<file path="src/rtl/serial_add_ctrl.sv">
// rtl/serial_add_ctrl.sv - bit-serial adder with valid/ready start and done handshakes
//
// Computes {cout,sum} = a + b + cin one bit per clock, LSB first, through a
// single full-adder cell and one carry flop. An operand set is accepted on
// start_valid & start_ready; the result appears WIDTH cycles later and is
// held with done_valid until the consumer asserts done_ready.
//
// Ports:
//   clk         - clock, all state changes on the rising edge
//   rst_n       - asynchronous active-low reset
//   start_valid - requester offers a, b, cin
//   start_ready - block is idle and will accept an operand set
//   a, b        - addends, sampled only on the accept edge
//   cin         - carry-in, sampled only on the accept edge
//   done_valid  - sum/cout hold a finished result
//   done_ready  - consumer takes the result
//   sum         - registered result
//   cout        - registered final carry
//   busy        - an operation is in progress or waiting to be taken
module serial_add_ctrl #(
  parameter int WIDTH = 8
) (
  input  logic             clk,
  input  logic             rst_n,
  input  logic             start_valid,
  output logic             start_ready,
  input  logic [WIDTH-1:0] a,
  input  logic [WIDTH-1:0] b,
  input  logic             cin,
  output logic             done_valid,
  input  logic             done_ready,
  output logic [WIDTH-1:0] sum,
  output logic             cout,
  output logic             busy
);

  // Counter must hold the value WIDTH so it never wraps mid-operation.
  localparam int CW = $clog2(WIDTH + 1);
  localparam logic [CW-1:0] LAST = CW'(WIDTH - 1);

  typedef enum logic [1:0] {
    IDLE = 2'd0,
    RUN  = 2'd1,
    DONE = 2'd2
  } state_t;

  state_t state, state_nxt;

  logic [WIDTH-1:0] a_sh;
  logic [WIDTH-1:0] b_sh;
  logic [WIDTH-1:0] sum_r;
  logic             carry;
  logic             cout_r;
  logic [CW-1:0]    cnt;

  logic accept;
  logic fa_s;
  logic fa_c;

  // Single full-adder cell working on the current LSBs.
  assign fa_s = a_sh[0] ^ b_sh[0] ^ carry;
  assign fa_c = (a_sh[0] & b_sh[0]) | (a_sh[0] & carry) | (b_sh[0] & carry);

  assign accept = start_valid & start_ready;

  // State register
  always_ff @(posedge clk or negedge rst_n) begin
    if (!rst_n) begin
      state <= IDLE;
    end else begin
      state <= state_nxt;
    end
  end

  // Next-state logic
  always_comb begin
    state_nxt = state;
    case (state)
      IDLE:    if (start_valid)  state_nxt = RUN;
      RUN:     if (cnt == LAST)  state_nxt = DONE;
      DONE:    if (done_ready)   state_nxt = IDLE;
      default:                   state_nxt = IDLE;
    endcase
  end

  // FSM outputs
  always_comb begin
    start_ready = 1'b0;
    done_valid  = 1'b0;
    busy        = 1'b1;
    case (state)
      IDLE: begin
        start_ready = 1'b1;
        busy        = 1'b0;
      end
      DONE:    done_valid = 1'b1;
      default: ;
    endcase
  end

  // Datapath: operand shift registers, carry flop, result and counter.
  // sum_r/cout_r are only written during RUN, so they hold through DONE
  // and into IDLE until the next operation starts shifting.
  always_ff @(posedge clk or negedge rst_n) begin
    if (!rst_n) begin
      a_sh   <= '0;
      b_sh   <= '0;
      sum_r  <= '0;
      carry  <= 1'b0;
      cout_r <= 1'b0;
      cnt    <= '0;
    end else if (accept) begin
      a_sh  <= a;
      b_sh  <= b;
      carry <= cin;
      cnt   <= '0;
    end else if (state == RUN) begin
      sum_r <= {fa_s, sum_r[WIDTH-1:1]};
      a_sh  <= a_sh >> 1;
      b_sh  <= b_sh >> 1;
      carry <= fa_c;
      cnt   <= cnt + CW'(1);
      if (cnt == LAST) begin
        cout_r <= fa_c;
      end
    end
  end

  assign sum  = sum_r;
  assign cout = cout_r;

endmodule

</file>
<file path="config.mk">
export PLATFORM = sky130hd
export DESIGN_NAME = serial_add_ctrl
export DESIGN_NICKNAME = d
export VERILOG_FILES = /design/src/rtl/serial_add_ctrl.sv
export SDC_FILE = /design/constraint.sdc
export NUM_CORES = 1
export LEC_CHECK = 0
export BUFFER_PORTS_ARGS = -buffer_cell sky130_fd_sc_hd__buf_2
export CAP_MARGIN = 30
export CORE_MARGIN = 1.5
export CORE_UTILIZATION = 46
export CTS_CLUSTER_DIAMETER = 60
export DETAILED_ROUTE_END_ITERATION = 8
export GPL_ROUTABILITY_DRIVEN = 0
export GPL_TIMING_DRIVEN = 0
export HOLD_SLACK_MARGIN = 0.08
export PLACE_DENSITY_LB_ADDON = 0.25
export SYNTH_ARGS = -nofsm -noshare
export SYNTH_HDL_FRONTEND = slang
export SYNTH_SLANG_ARGS = --single-unit
</file>
<file path="constraint.sdc">
create_clock -name clk -period 1.9 [get_ports clk]
set_clock_uncertainty 0.1 [all_clocks]
set_input_delay 0.475 -clock clk [delete_from_list [all_inputs] [get_ports clk]]
set_output_delay 0.475 -clock clk [all_outputs]
set_load 0.01 [all_outputs]
</file>
==> summary by stage, run 1 <==
Run status
The run finished with clean final reports.

STA
Setup repair after global routing left no endpoint under its margin. The actual slew at the worst max-slew pin is 0.6832 ns. The worst path in the final design needs a cycle of 1.744 ns, including I/O delays and setup. Setup violations remaining at the end of the flow were counted as 0. Setup slack on the critical path of the routed design comes to 0.1562 ns. The count of endpoints failing hold in the final timing report came to 0.

The final count of pins violating max slew is 0. Dividing the final minimum period by the clock period gives 0.9178. The worst slew slack as a fraction of its limit is 0.5445. The timing-limited maximum frequency is 573.4 MHz.

For the final routed database, the setup TNS stands at 0 ns.

CTS
The number of buffers on the longest clock path is 2. The TritonCTS clock tree is built. The tree is rooted in a clkbuf_4. The register clock-pin slew on the reported worst setup and hold paths is 0.10 ns. The hold buffer count at cts is 0. The count of buffers added by post-CTS timing repair for setup is 0.

The clock latency of the later-clocked register in the worst-skew pair is approximately 0.34 ns. The total number of H-tree levels is 2. After clock tree synthesis, the repair step resized 0 gates. TritonCTS created 5 clock buffers. The clock sink count is 32.

Detailed routing
The count of vias placed by the detailed router is around 1100. For this run, design rule violations remaining after detail routing come to 0. The via density per instance is 5.130. The routed wire length per instance is ~13 microns. The post-route antenna net violation count is 0. The first routing iteration left 60 violations. Summed over all layers, the routed wires come to 2.718 mm. For this run, the detailed router's first-pass iteration total came to 4.

Worst setup path
In this design, the stage delay of the slowest critical-path cell is roughly 0.38 ns. Measured in cells, the most critical reg-to-reg path has a length of 4. The critical path buffer and inverter count is 3.

In this run the worst path has a maximum fanout of 8. The critical setup path kind is flop to primary output. STA classifies the critical path startpoint as a flop.

STA classifies the critical path endpoint as a primary output. At the worst endpoint, the required time is between 1 and 1.5 ns. Grouping stages by cell kind, the critical path spends the most delay in flip-flops.

STA puts the critical path data arrival time at 1.17 ns. The critical path runs through a total of 4 cells. The largest individual stage delay along the critical path comes from the cell dfrtp_1. The signal on the critical path passes through buf_6 -> nand2b_1 -> inv_1 -> buf_2.

Pwr
The share of total power dissipated in the clock network is 0.216. The net switching power of the design is 991.7 uW. The sequential cell fraction of total power is 0.414. In this run the static leakage power is between 0.9 and 1 nW. Dividing total power by cell area gives a power density of about 1600 nW/um^2. Summing internal, switching and leakage power gives 2.753 mW. The worst IR drop on VDD is 0.0007753 V. The proportion of power drawn by combinational gates is 0.370.

The fraction of power spent switching nets is 0.3603. The cell-internal power is 1.761 mW.

Die
From bottom edge to top edge, the die measures around 59 microns. The die covers 3447 sq um. The floorplan core area is 3003 sq um. The number of placement rows is 20. The die outline width is 58.71 microns.

33 I/O pins were placed. The initial standard-cell utilization of the core is 0.4754.

Final layout
The filler cell count in the final layout is 290. The finished layout cell area is roughly 1700 sq um. The utilization after layout is 0.5742.

Registers take 800.8 sq um. The repair_antennas step left the layout with diodes totalling 0. The area used by multi-input combinational logic is 545.5 sq um.

In the final layout, the share of cells above drive strength 1 is 0.3022. The net count of the finished layout is 204. The area added between synthesis and finish is 20.77%.

Synth
The mean post-synth cell area is approximately 10 sq um. The combined area of all synthesized cells is between 1000 and 1500 sq um. Counting flops with a built-in enable in the synthesized netlist gives 0. The sequential-to-total area share from yosys stat is 0.5609.

The total nets after synthesis is 165. The number of distinct library cells after synthesis is 26. In the synthesized netlist, the cells that appear most often are nand2_1, dfrtp_1, a22oi_1.

The area share of the leading cell type in the synthesized netlist is 0.5609. The most used flip-flop cell after synthesis is dfrtp_1. The dominant cell by count in the synthesized netlist is nand2_1. The total of flip-flops plus latches after synthesis is 32. Yosys printed 0 warnings. Yosys attributes the largest share of cell area to dfrtp_1, nand2_1, a22oi_1.

The number of cells produced by synthesis is 142. In the synthesized netlist the async set-or-reset flop fraction comes to 1.000. dfrtp_1 takes more of the synthesized area than any other cell.

Placed design
The total placed instance area is roughly 1600 sq um. At the placement stage, the worst setup path has a slack of 0.3801 ns. Once detailed placement completed, the half-perimeter wirelength came to 1.971 mm.

Input and output buffers added on the ports amount to 32.

Global routing
The initial antenna violation count is 0. The aggregate global routing overflow is 0. The number of global-route vias before repair came to 1069. Entering global routing, the biggest net connects 33 pins. For this run, the total global-route usage over all layers was measured as 0.1817. The first global-routing pass estimated 4.574 mm of wire.

Job
The tool flagged a number of max-cap violations equal to 0.

Hold path
The type of the worst min-delay path is input port to async pin.
per-stage QoR:
step / instances / hold slack, ns
5_1_grt: 215 / 0.09697
2_1_floorplan: 142 / 0.07941
6_report: 215 / 0.06256
3_5_place_dp: 207 / 0.3641
3_3_place_gp: 207 / 0.3546
4_1_cts: 215 / 0.08675
placed cells by master (no fill, tap or decap), types with 2 or more instances in the layout:
cell type,n
nand2_1,62
buf_2,34
dfrtp_1,32
a22oi_1,14
buf_6,5
clkbuf_4,5
nand3_1,3
inv_1,2
nand2b_1,2
o21ai_0,2
o21ai_1,2
clkbuf_8,2
power by group through the flow:
| stage | logic [mW] | registers [mW] | clock network (mW) |
|---|---|---|---|
| 2_1_floorplan | 0.720 | 1.15 | 0 |
| 3_3_place_gp | 0.994 | 1.13 | 0 |
| 3_5_place_dp | 1.04 | 1.15 | 0 |
| 4_1_cts | 1.04 | 1.14 | 0.601 |
| 5_1_grt | 1.16 | 1.17 | 0.636 |
| 6_report | 1.02 | 1.14 | 0.594 |
worst paths after layout:
| path | from | endpoint | slack (ns) |
|---|---|---|---|
| max | state[0]$_DFFE_PN0P_ | done_valid | 0.16 |
| min | rst_n | sum[0]$_DFFE_PN0P_ | 0.06 |
| max reg2reg | cnt[0]$_DFFE_PN0P_ | cout$_DFFE_PN0P_ | 0.47 |
| min reg2reg | a_sh[1]$_DFFE_PN0P_ | a_sh[1]$_DFFE_PN0P_ | 0.39 |
| max in group asynchronous | rst_n | cnt[0]$_DFFE_PN0P_ | 1.19 |
| min in group clk | done_ready | state[1]$_DFFE_PN0P_ | 0.22 |
sequential cells by signal, indices dropped and copies added, names as in the netlist:
signal  count
sum         8
b_sh        8
state       2
a_sh        8
cnt         4
carry       1
cout        1
cell families (layout without fill, tap and decap cells):
logic type / count (synthesis) / after routing / share of synthesized area
buf+inv: 10 / 50 / 0.05697
mux: 2 / 2 / 0.01753
compound gates: 20 / 20 / 0.1043
simple gates: 76 / 76 / 0.2375
flops: 32 / 32 / 0.5609
fa+ha+maj: 2 / 2 / 0.02279
cell type report:
type                    count  share of cell area
inverters                   2            0.004354
plain buffers               8             0.04282
multi-input cells         100              0.3164
clock buffers               7             0.03774
flip-flops and latches     32              0.4644
clock inverters             1             0.01742
well taps                  33             0.02395
repair buffers             32             0.09289
routing by layer:
layer | global-route usage | wire length (microns) | up-vias | part of all wire
li1 | - | - | 550 | -
met2 | 0.2857 | 1319 | 28 | 0.49
met4 | 0.08766 | 59 | 0 | 0.022
met3 | 0.05934 | 153 | 8 | 0.056
met5 | 0 | 0 | - | 0
met1 | 0.2269 | 1186 | 517 | 0.44
worst reg2reg max path, stage by stage, from the launching register on:
cell	delay, ns
dfrtp_1	0.42
ha_1	0.23
and3b_1	0.20
nand2_2	0.09
mux2_4	0.29
(Power assumes the default switching activity.)
==> run 2, diff against run 1 <==
--- a/config.mk
+++ b/config.mk
@@ -5,7 +5,7 @@
 export SDC_FILE = /design/constraint.sdc
 export NUM_CORES = 1
 export LEC_CHECK = 0
-export BUFFER_PORTS_ARGS = -buffer_cell sky130_fd_sc_hd__buf_2
+export BUFFER_PORTS_ARGS = -buffer_cell sky130_fd_sc_hd__buf_4
 export CAP_MARGIN = 30
 export CORE_MARGIN = 1.5
 export CORE_UTILIZATION = 46
@@ -14,7 +14,8 @@
 export GPL_ROUTABILITY_DRIVEN = 0
 export GPL_TIMING_DRIVEN = 0
 export HOLD_SLACK_MARGIN = 0.08
-export PLACE_DENSITY_LB_ADDON = 0.25
+export PLACE_DENSITY_LB_ADDON = 0.08
+export SETUP_SLACK_MARGIN = 0.5
 export SYNTH_ARGS = -nofsm -noshare
 export SYNTH_HDL_FRONTEND = slang
 export SYNTH_SLANG_ARGS = --single-unit
==> run 2 against run 1 <==
  * Hold slack improved by 0.17 ns
  * Global-route usage rose by 1.0 points
  * First-iteration DRC count fell by 33%
  * Die area did not move
  * Wire length rose by 23%
  * Critical path type unchanged
  * Register-to-register slack got worse by 0.19 ns
  * Final cell count rose by 12%
==> summary by stage, run 2 (synthesis results as in run 1) <==
Final layout
Leaving out fill and tap cells, the most frequent cell in the layout is nand2_1. The net count of the finished layout is 230 (+13%). The number of diodes added for antenna fixing came to 0 (unchanged).

The area growth from synthesis to layout is 54.51%. The share of post-route cells with drive strength above 1 is 0.4952 (+0.1930). The top cell types in the final layout, fill and taps aside, are nand2_1, buf_4, dfrtp_1.

The non-filler instance count after layout is 241 (+12%). The finished layout cell area is 2206 sq um (+28%). The utilization after layout is 0.7346 (+0.1604). The filler cell count in the final layout is 209 (-28%).

Worst setup path
Grouping stages by cell kind, the critical path spends the most delay in flip-flops. The largest driver fanout on the critical path is 4 (-4). The worst endpoint required time is 1.32 ns (about the same).

The cell that appears most often on the critical path is buf_6. The worst setup path is captured at a primary output. The critical setup path kind is flop to primary output.

The critical path goes through buf_6 -> nand2b_4 -> inv_2 -> buf_6. For this design, the slowest cell found on the critical path is dfrtp_1. The arrival time at the worst endpoint is 1.12 ns (-0.05 ns). The startpoint identified for the worst register-to-register timing path is state[0]$_DFFE_PN0P_. The endpoint of the lowest-slack register-to-register path is b_sh[7]$_DFFE_PN0P_.

The critical path buffer and inverter count is 3 (unchanged). The worst stage delay on the critical path is 0.39 ns (about the same). The number of cells on the worst reg-to-reg path is 7 (+3). The minimum setup slack among reg-to-reg paths is 0.28 ns (-0.19 ns). The element type at the critical path start is a flop.

Pwr
The overall power is 3.458 mW (+26%). The cell-internal power is 2.248 mW (+28%). The proportion of power drawn by combinational gates was 0.497 (+0.127). The leakage power is 1.147 nW (+20%). The clock power share came to 0.168 (-0.048). The areal power density over the cells is 1568 nW/um^2 (-1.8%). The fraction of power spent switching nets came to 0.3499 (-0.01033). The net switching power of the design is 1.210 mW (+22%).

The sequential cell fraction of total power is 0.335 (-0.079). The worst IR drop on VDD is 0.0007696 V (-0.74%).

Global routing
The pin count of the biggest net entering global routing is 33 (unchanged). The number of global-route vias before repair is 1126 (+5.3%). The all-layer global routing usage is 0.1918 (+0.01010). The aggregate global routing overflow is 0 (unchanged). The global-route wire length before repair came to 4.919 mm (+7.5%). The initial antenna violation count was 0 (unchanged).

STA
The final clock period utilization by the worst path is 0.8945 (-0.02331). The post-route minimum period is 1.700 ns (-0.04429 ns). The accumulated negative setup slack was 0 ns (unchanged). The worst slack on hold paths was 0.2357 ns (+0.1732 ns). The timing-limited maximum frequency is 588.4 MHz (+2.6%).

The post-route worst setup slack came to 0.2004 ns (+0.04429 ns). Setup repair after global routing could not meet its margin everywhere. The worst slew slack as a fraction of its limit was 0.7263 (+0.1818). The actual slew at the worst max-slew pin came to 0.4105 ns (-0.2726 ns). The count of endpoints failing hold in the final timing report is 0 (unchanged). The final count of pins violating max slew is 0 (unchanged). The number of endpoints failing setup at the final stage is 0 (unchanged).

Hold path
The type of the worst min-delay path is input port to flop. Counting instances, the worst hold path has a depth of 2. The destination of the worst hold path is state[1]$_DFFE_PN0P_.

The worst hold path begins at done_ready.

Detailed routing
The routed wire length per instance is 13.92 microns (+10%). The first-pass iteration count of the detailed router is 4 (unchanged). The wire length after detailed routing is 3.355 mm (+23%). The DRC violation total after the first TritonRoute iteration is 40 (-33%). The post-route DRC violation count came to 0 (unchanged). The count of vias placed by the detailed router is 1246 (+13%). The via density per instance came to 5.170 (+0.78%). The post-route antenna net violation count is 0 (unchanged).

Die
The area enclosed by the die boundary was 3447 sq um (unchanged). The floorplan core area came to 3003 sq um (unchanged). The y dimension of the die came to 58.71 microns (unchanged). The initial standard-cell utilization of the core is 0.4754 (unchanged). The number of placement rows is 20 (unchanged). The number of top-level pins is 33 (unchanged). The die outline width came to 58.71 microns (unchanged).

Placed design
The port buffer count is 32 (unchanged). The number of instances in the placed design is 207 (unchanged). The worst setup slack after placement is 0.4377 ns (+0.05765 ns). The HPWL after detailed placement is 1.937 mm (-1.7%).

The total placed instance area was 1709 sq um (+4.9%).

CTS
The clock root buffer is clkbuf_4. The total CTS buffers is 5 (unchanged). The clock sink count came to 32 (unchanged). TritonCTS built the clock tree.

The total number of H-tree levels is 2 (unchanged). The clock latency of the later-clocked register in the worst-skew pair is 0.33 ns (about the same). The register clock-pin slew on the reported worst setup and hold paths is 0.10 ns (about the same). The number of buffers on the longest clock path is 2 (unchanged).

Job
The number of max-capacitance violations reported is 0 (unchanged).

Run status
The run finished with clean final reports.
run 2: cell type report:
type | count | area, sq um | share of cell area
clock buffer | 7 | 65.06 | 0.02950
clock inverter | 1 | 30.03 | 0.01361
multi-input combinational | 100 | 664.4 | 0.3012
buffer | 8 | 93.84 | 0.04254
tap | 33 | 41.29 | 0.01872
timing repair buffer | 58 | 501.7 | 0.2275
inverter | 2 | 7.507 | 0.003403
sequential | 32 | 802.0 | 0.3636
run 2: per-layer routing:
| metal | vias up | share of wire | GRT usage |
|---|---|---|---|
| met2 | 36 | 0.53 | 0.3242 |
| li1 | 599 | - | - |
| met5 | - | 0 | 0 |
| met4 | 0 | 0.011 | 0.08117 |
| met1 | 606 | 0.42 | 0.2349 |
| met3 | 5 | 0.041 | 0.04615 |
run 2: worst max-delay path by stage:
stage | start | end | slack [ns] | depth (start not counted)
after floorplan | state[0]$_DFFE_PN0P_ | busy | 0.52 | 3
after global placement | start_valid | b_sh[4]$_DFFE_PN0P_ | 0.44 | 5
after detailed placement | start_valid | b_sh[4]$_DFFE_PN0P_ | 0.44 | 5
after global routing | state[0]$_DFFE_PN0P_ | done_valid | 0.15 | 4
after CTS | state[0]$_DFFE_PN0P_ | done_valid | 0.20 | 4
final | state[0]$_DFFE_PN0P_ | done_valid | 0.20 | 4
run 2: worst reg2reg max path, stage by stage, from the launching register on:
cell and delay [ns]:
dfrtp_1 0.39, buf_6 0.13, buf_4 0.13, buf_6 0.13
or3b_1 0.36, buf_6 0.15, nand3_2 0.07, nand2_1 0.06
run 2: repair_timing:
item                                    CTS  global route
buffers inserted                         15             9
hold buffers                              1             0
hold endpoints to repair                 32             0
gates cloned                              1             0
endpoints found under the setup margin   15            43
pin swaps                                 3            25
gates resized for setup                  20            34
run 2: power groups by stage:
stage	Combinational [mW]	Clock (mW)	Sequential [mW]
finish	1.72	0.582	1.16
global route	1.88	0.618	1.19
CTS	1.41	0.592	1.13
detailed placement	1.10	0	1.16
global placement	1.07	0	1.14
floorplan	0.720	0	1.15
==> run 3, diff against run 2 <==
--- a/config.mk
+++ b/config.mk
@@ -7,6 +7,7 @@
 export LEC_CHECK = 0
 export BUFFER_PORTS_ARGS = -buffer_cell sky130_fd_sc_hd__buf_4
 export CAP_MARGIN = 30
+export CORE_ASPECT_RATIO = 1.5
 export CORE_MARGIN = 1.5
 export CORE_UTILIZATION = 46
 export CTS_CLUSTER_DIAMETER = 60
==> run 3 against run 2 <==
  * Final cell count up 2.5%
  * Worst setup slack better by 0.036 ns
  * Non-clock buffer count unchanged
  * Fmax up 2.1%
  * Power up 11%
  * Final area up 4.8%
  * Sequential cell count unchanged
  * Critical endpoint is now a_sh[6]$_DFFE_PN0P_
==> summary by stage, run 3 (synthesis results as in run 1) <==
CTS
The clock root buffer is clkbuf_8. The register clock-pin slew on the reported worst setup and hold paths is 0.07 ns (-0.03 ns). The clock sink count is 32 (unchanged). The total number of H-tree levels is 2 (unchanged).

The number of buffers on the longest clock path is 2 (unchanged). The total CTS buffers is 5 (unchanged). The TritonCTS clock tree is built. The clock latency of the later-clocked register in the worst-skew pair came to 0.28 ns (-0.05 ns).

Worst setup path
The worst endpoint required time is 2.02 ns (+0.70 ns). The capturing element type of the critical path is a flop. The minimum setup slack among reg-to-reg paths is 0.24 ns (-0.04 ns). The arrival time at the worst endpoint is 1.78 ns (+0.66 ns). The critical setup path kind is flop to flop. The largest driver fanout on the critical path is 7 (+3). STA classifies the critical path startpoint as a flop.

STA
The actual slew at the worst max-slew pin is 0.4165 ns (+0.005996 ns). The accumulated negative setup slack is 0 ns (unchanged). The final clock period utilization by the worst path is 0.8757 (-0.01882).

The worst slew slack as a fraction of its limit was 0.7220 (-0.004296). Setup repair after global routing could not meet its margin everywhere. The final count of pins violating max slew is 0 (unchanged). The count of endpoints failing hold in the final timing report is 0 (unchanged). The timing-limited maximum frequency is 601.0 MHz (+2.1%).

The number of endpoints failing setup at the final stage was 0 (unchanged). The post-route minimum period is 1.664 ns (-0.03575 ns). The post-route worst setup slack is 0.2362 ns (+0.03575 ns).

Placed design
The worst setup slack after placement is 0.4378 ns (+0.00009500 ns). The HPWL after detailed placement is 1.998 mm (+3.2%). The port buffer count was 32 (unchanged).

Pwr
The worst IR drop on VDD is 0.001118 V (+45%). The proportion of power drawn by combinational gates is 0.508 (+0.011). The fraction of power spent switching nets was 0.3464 (-0.003547). The sequential cell fraction of total power was 0.304 (-0.031). The cell-internal power is 2.505 mW (+11%). The areal power density over the cells is 1659 nW/um^2 (+5.8%).

The net switching power of the design is 1.328 mW (+9.7%). The clock power share is 0.187 (+0.019). The leakage power is 1.198 nW (+4.4%).

Global routing
The all-layer global routing usage is 0.1912 (-0.0006041). The pin count of the biggest net entering global routing was 33 (unchanged). The number of global-route vias before repair was 1132 (+0.53%). The aggregate global routing overflow is 0 (unchanged).

The global-route wire length before repair is 4.981 mm (+1.3%). The initial antenna violation count is 0 (unchanged).

Final layout
The area added between synthesis and finish is 61.88%. The area used by multi-input combinational logic was 699.4 sq um (+5.3%). The number of diodes added for antenna fixing is 0 (unchanged).

The combined flip-flop and latch cell area is 802.0 sq um (unchanged). In the layout the commonest cells are nand2_1, buf_4, dfrtp_1. The net count of the finished layout is 230 (unchanged). The filler cell count in the final layout came to 196 (-6.2%). The commonest non-fill, non-tap cell in the layout is nand2_1.

The share of post-route cells with drive strength above 1 came to 0.5433 (+0.04808).

Die
The number of placement rows is 24 (+20%). The floorplan core area is 2943 sq um (-2.0%). The number of top-level pins was 33 (unchanged). The die outline width is 48.49 microns (-17%).

The y dimension of the die was 71.23 microns (+21%). The area enclosed by the die boundary came to 3454 sq um (+0.20%). The initial standard-cell utilization of the core came to 0.4851 (+0.009702).

Job
The number of max-capacitance violations reported is 0 (unchanged).

Detailed routing
The DRC violation total after the first TritonRoute iteration is 17 (-57%). The count of vias placed by the detailed router is 1248 (+0.16%). The first-pass iteration count of the detailed router was 4 (unchanged). The post-route DRC violation count is 0 (unchanged). The routed wire length per instance was 15.02 microns (+7.9%). The wire length after detailed routing is 3.711 mm (+11%). The post-route antenna net violation count is 0 (unchanged). The via density per instance is 5.053 (-2.3%).

Hold path
In this run the worst hold path is classified as input port to flop.

Run status
The flow ran to the end, and the final reports show no timing, DRC or antenna violations.
run 3: cell types whose count changed in the layout (fill, tap and decap cells not counted), moves of 3 or more:
cell       delta
buf_4         +6
buf_6        -11
clkbuf_16     +3
clkbuf_4      -5
clkbuf_8      +5
nand2_1       -9
nand2_2       +7
run 3: path summary, 6_finish.rpt:
kind	to	depth (start not counted)	startpoint
max reg2reg	a_sh[6]$_DFFE_PN0P_	7	state[0]$_DFFE_PN0P_
min	state[1]$_DFFE_PN0P_	2	done_ready
min in group asynchronous	cnt[2]$_DFFE_PN0P_	2	rst_n
max in group asynchronous	state[1]$_DFFE_PN0P_	2	rst_n
max	a_sh[6]$_DFFE_PN0P_	7	state[0]$_DFFE_PN0P_
min reg2reg	cnt[3]$_DFFE_PN0P_	1	cnt[3]$_DFFE_PN0P_
run 3: power groups by stage:
stage,sequential [mW],combinational (mW),clock (mW)
5_1_grt,1.19,2.10,0.754
6_report,1.17,1.95,0.718
4_1_cts,1.13,1.28,0.721
3_5_place_dp,1.16,1.10,0
2_1_floorplan,1.15,0.720,0
3_3_place_gp,1.14,1.06,0
run 3: cell type report:
class,count,area share
timing repair buffer,58,0.2269
inverter,2,0.003249
multi-input combinational,100,0.3027
clock buffer,7,0.04169
sequential,32,0.3470
tap,39,0.02112
buffer,8,0.04440
clock inverter,1,0.01299
run 3: metrics by stage:
stage	utilization	cells	cell area, sq um	power [mW]	hold slack (ns)
global route	0.7853	247	2311	4.050	0.2617
global placement	0.5833	213	1717	2.204	0.3301
CTS	0.6658	231	1959	3.131	0.2739
detailed placement	0.5833	213	1717	2.256	0.3342
floorplan	-	142	1428	1.870	0.07941
finish	0.7853	247	2311	3.833	0.2674
run 3: worst max-delay path, stage by stage, from the launching register on:
cell and delay, ns:
dfrtp_1 0.38, buf_6 0.13, buf_4 0.13, buf_6 0.13
nor3b_4 0.38, buf_4 0.20, a22oi_1 0.08, nand2_1 0.07
run 3: layer usage:
metal  up-vias  wire length (microns)  global-route usage
li1        602                      -                   -
met1       608                   1451              0.2115
met2        27                   2010              0.3349
met3        11                    117             0.04375
met4         0                    132              0.1143
met5         -                      0                   0
run 3: timing repair:
action	in CTS	in global routing
cloned	0	4
buffers inserted	9	12
setup endpoints to repair	12	40
pin swaps	2	22
resized for setup	11	49
hold buffers	1	0
hold endpoints to repair	32	0
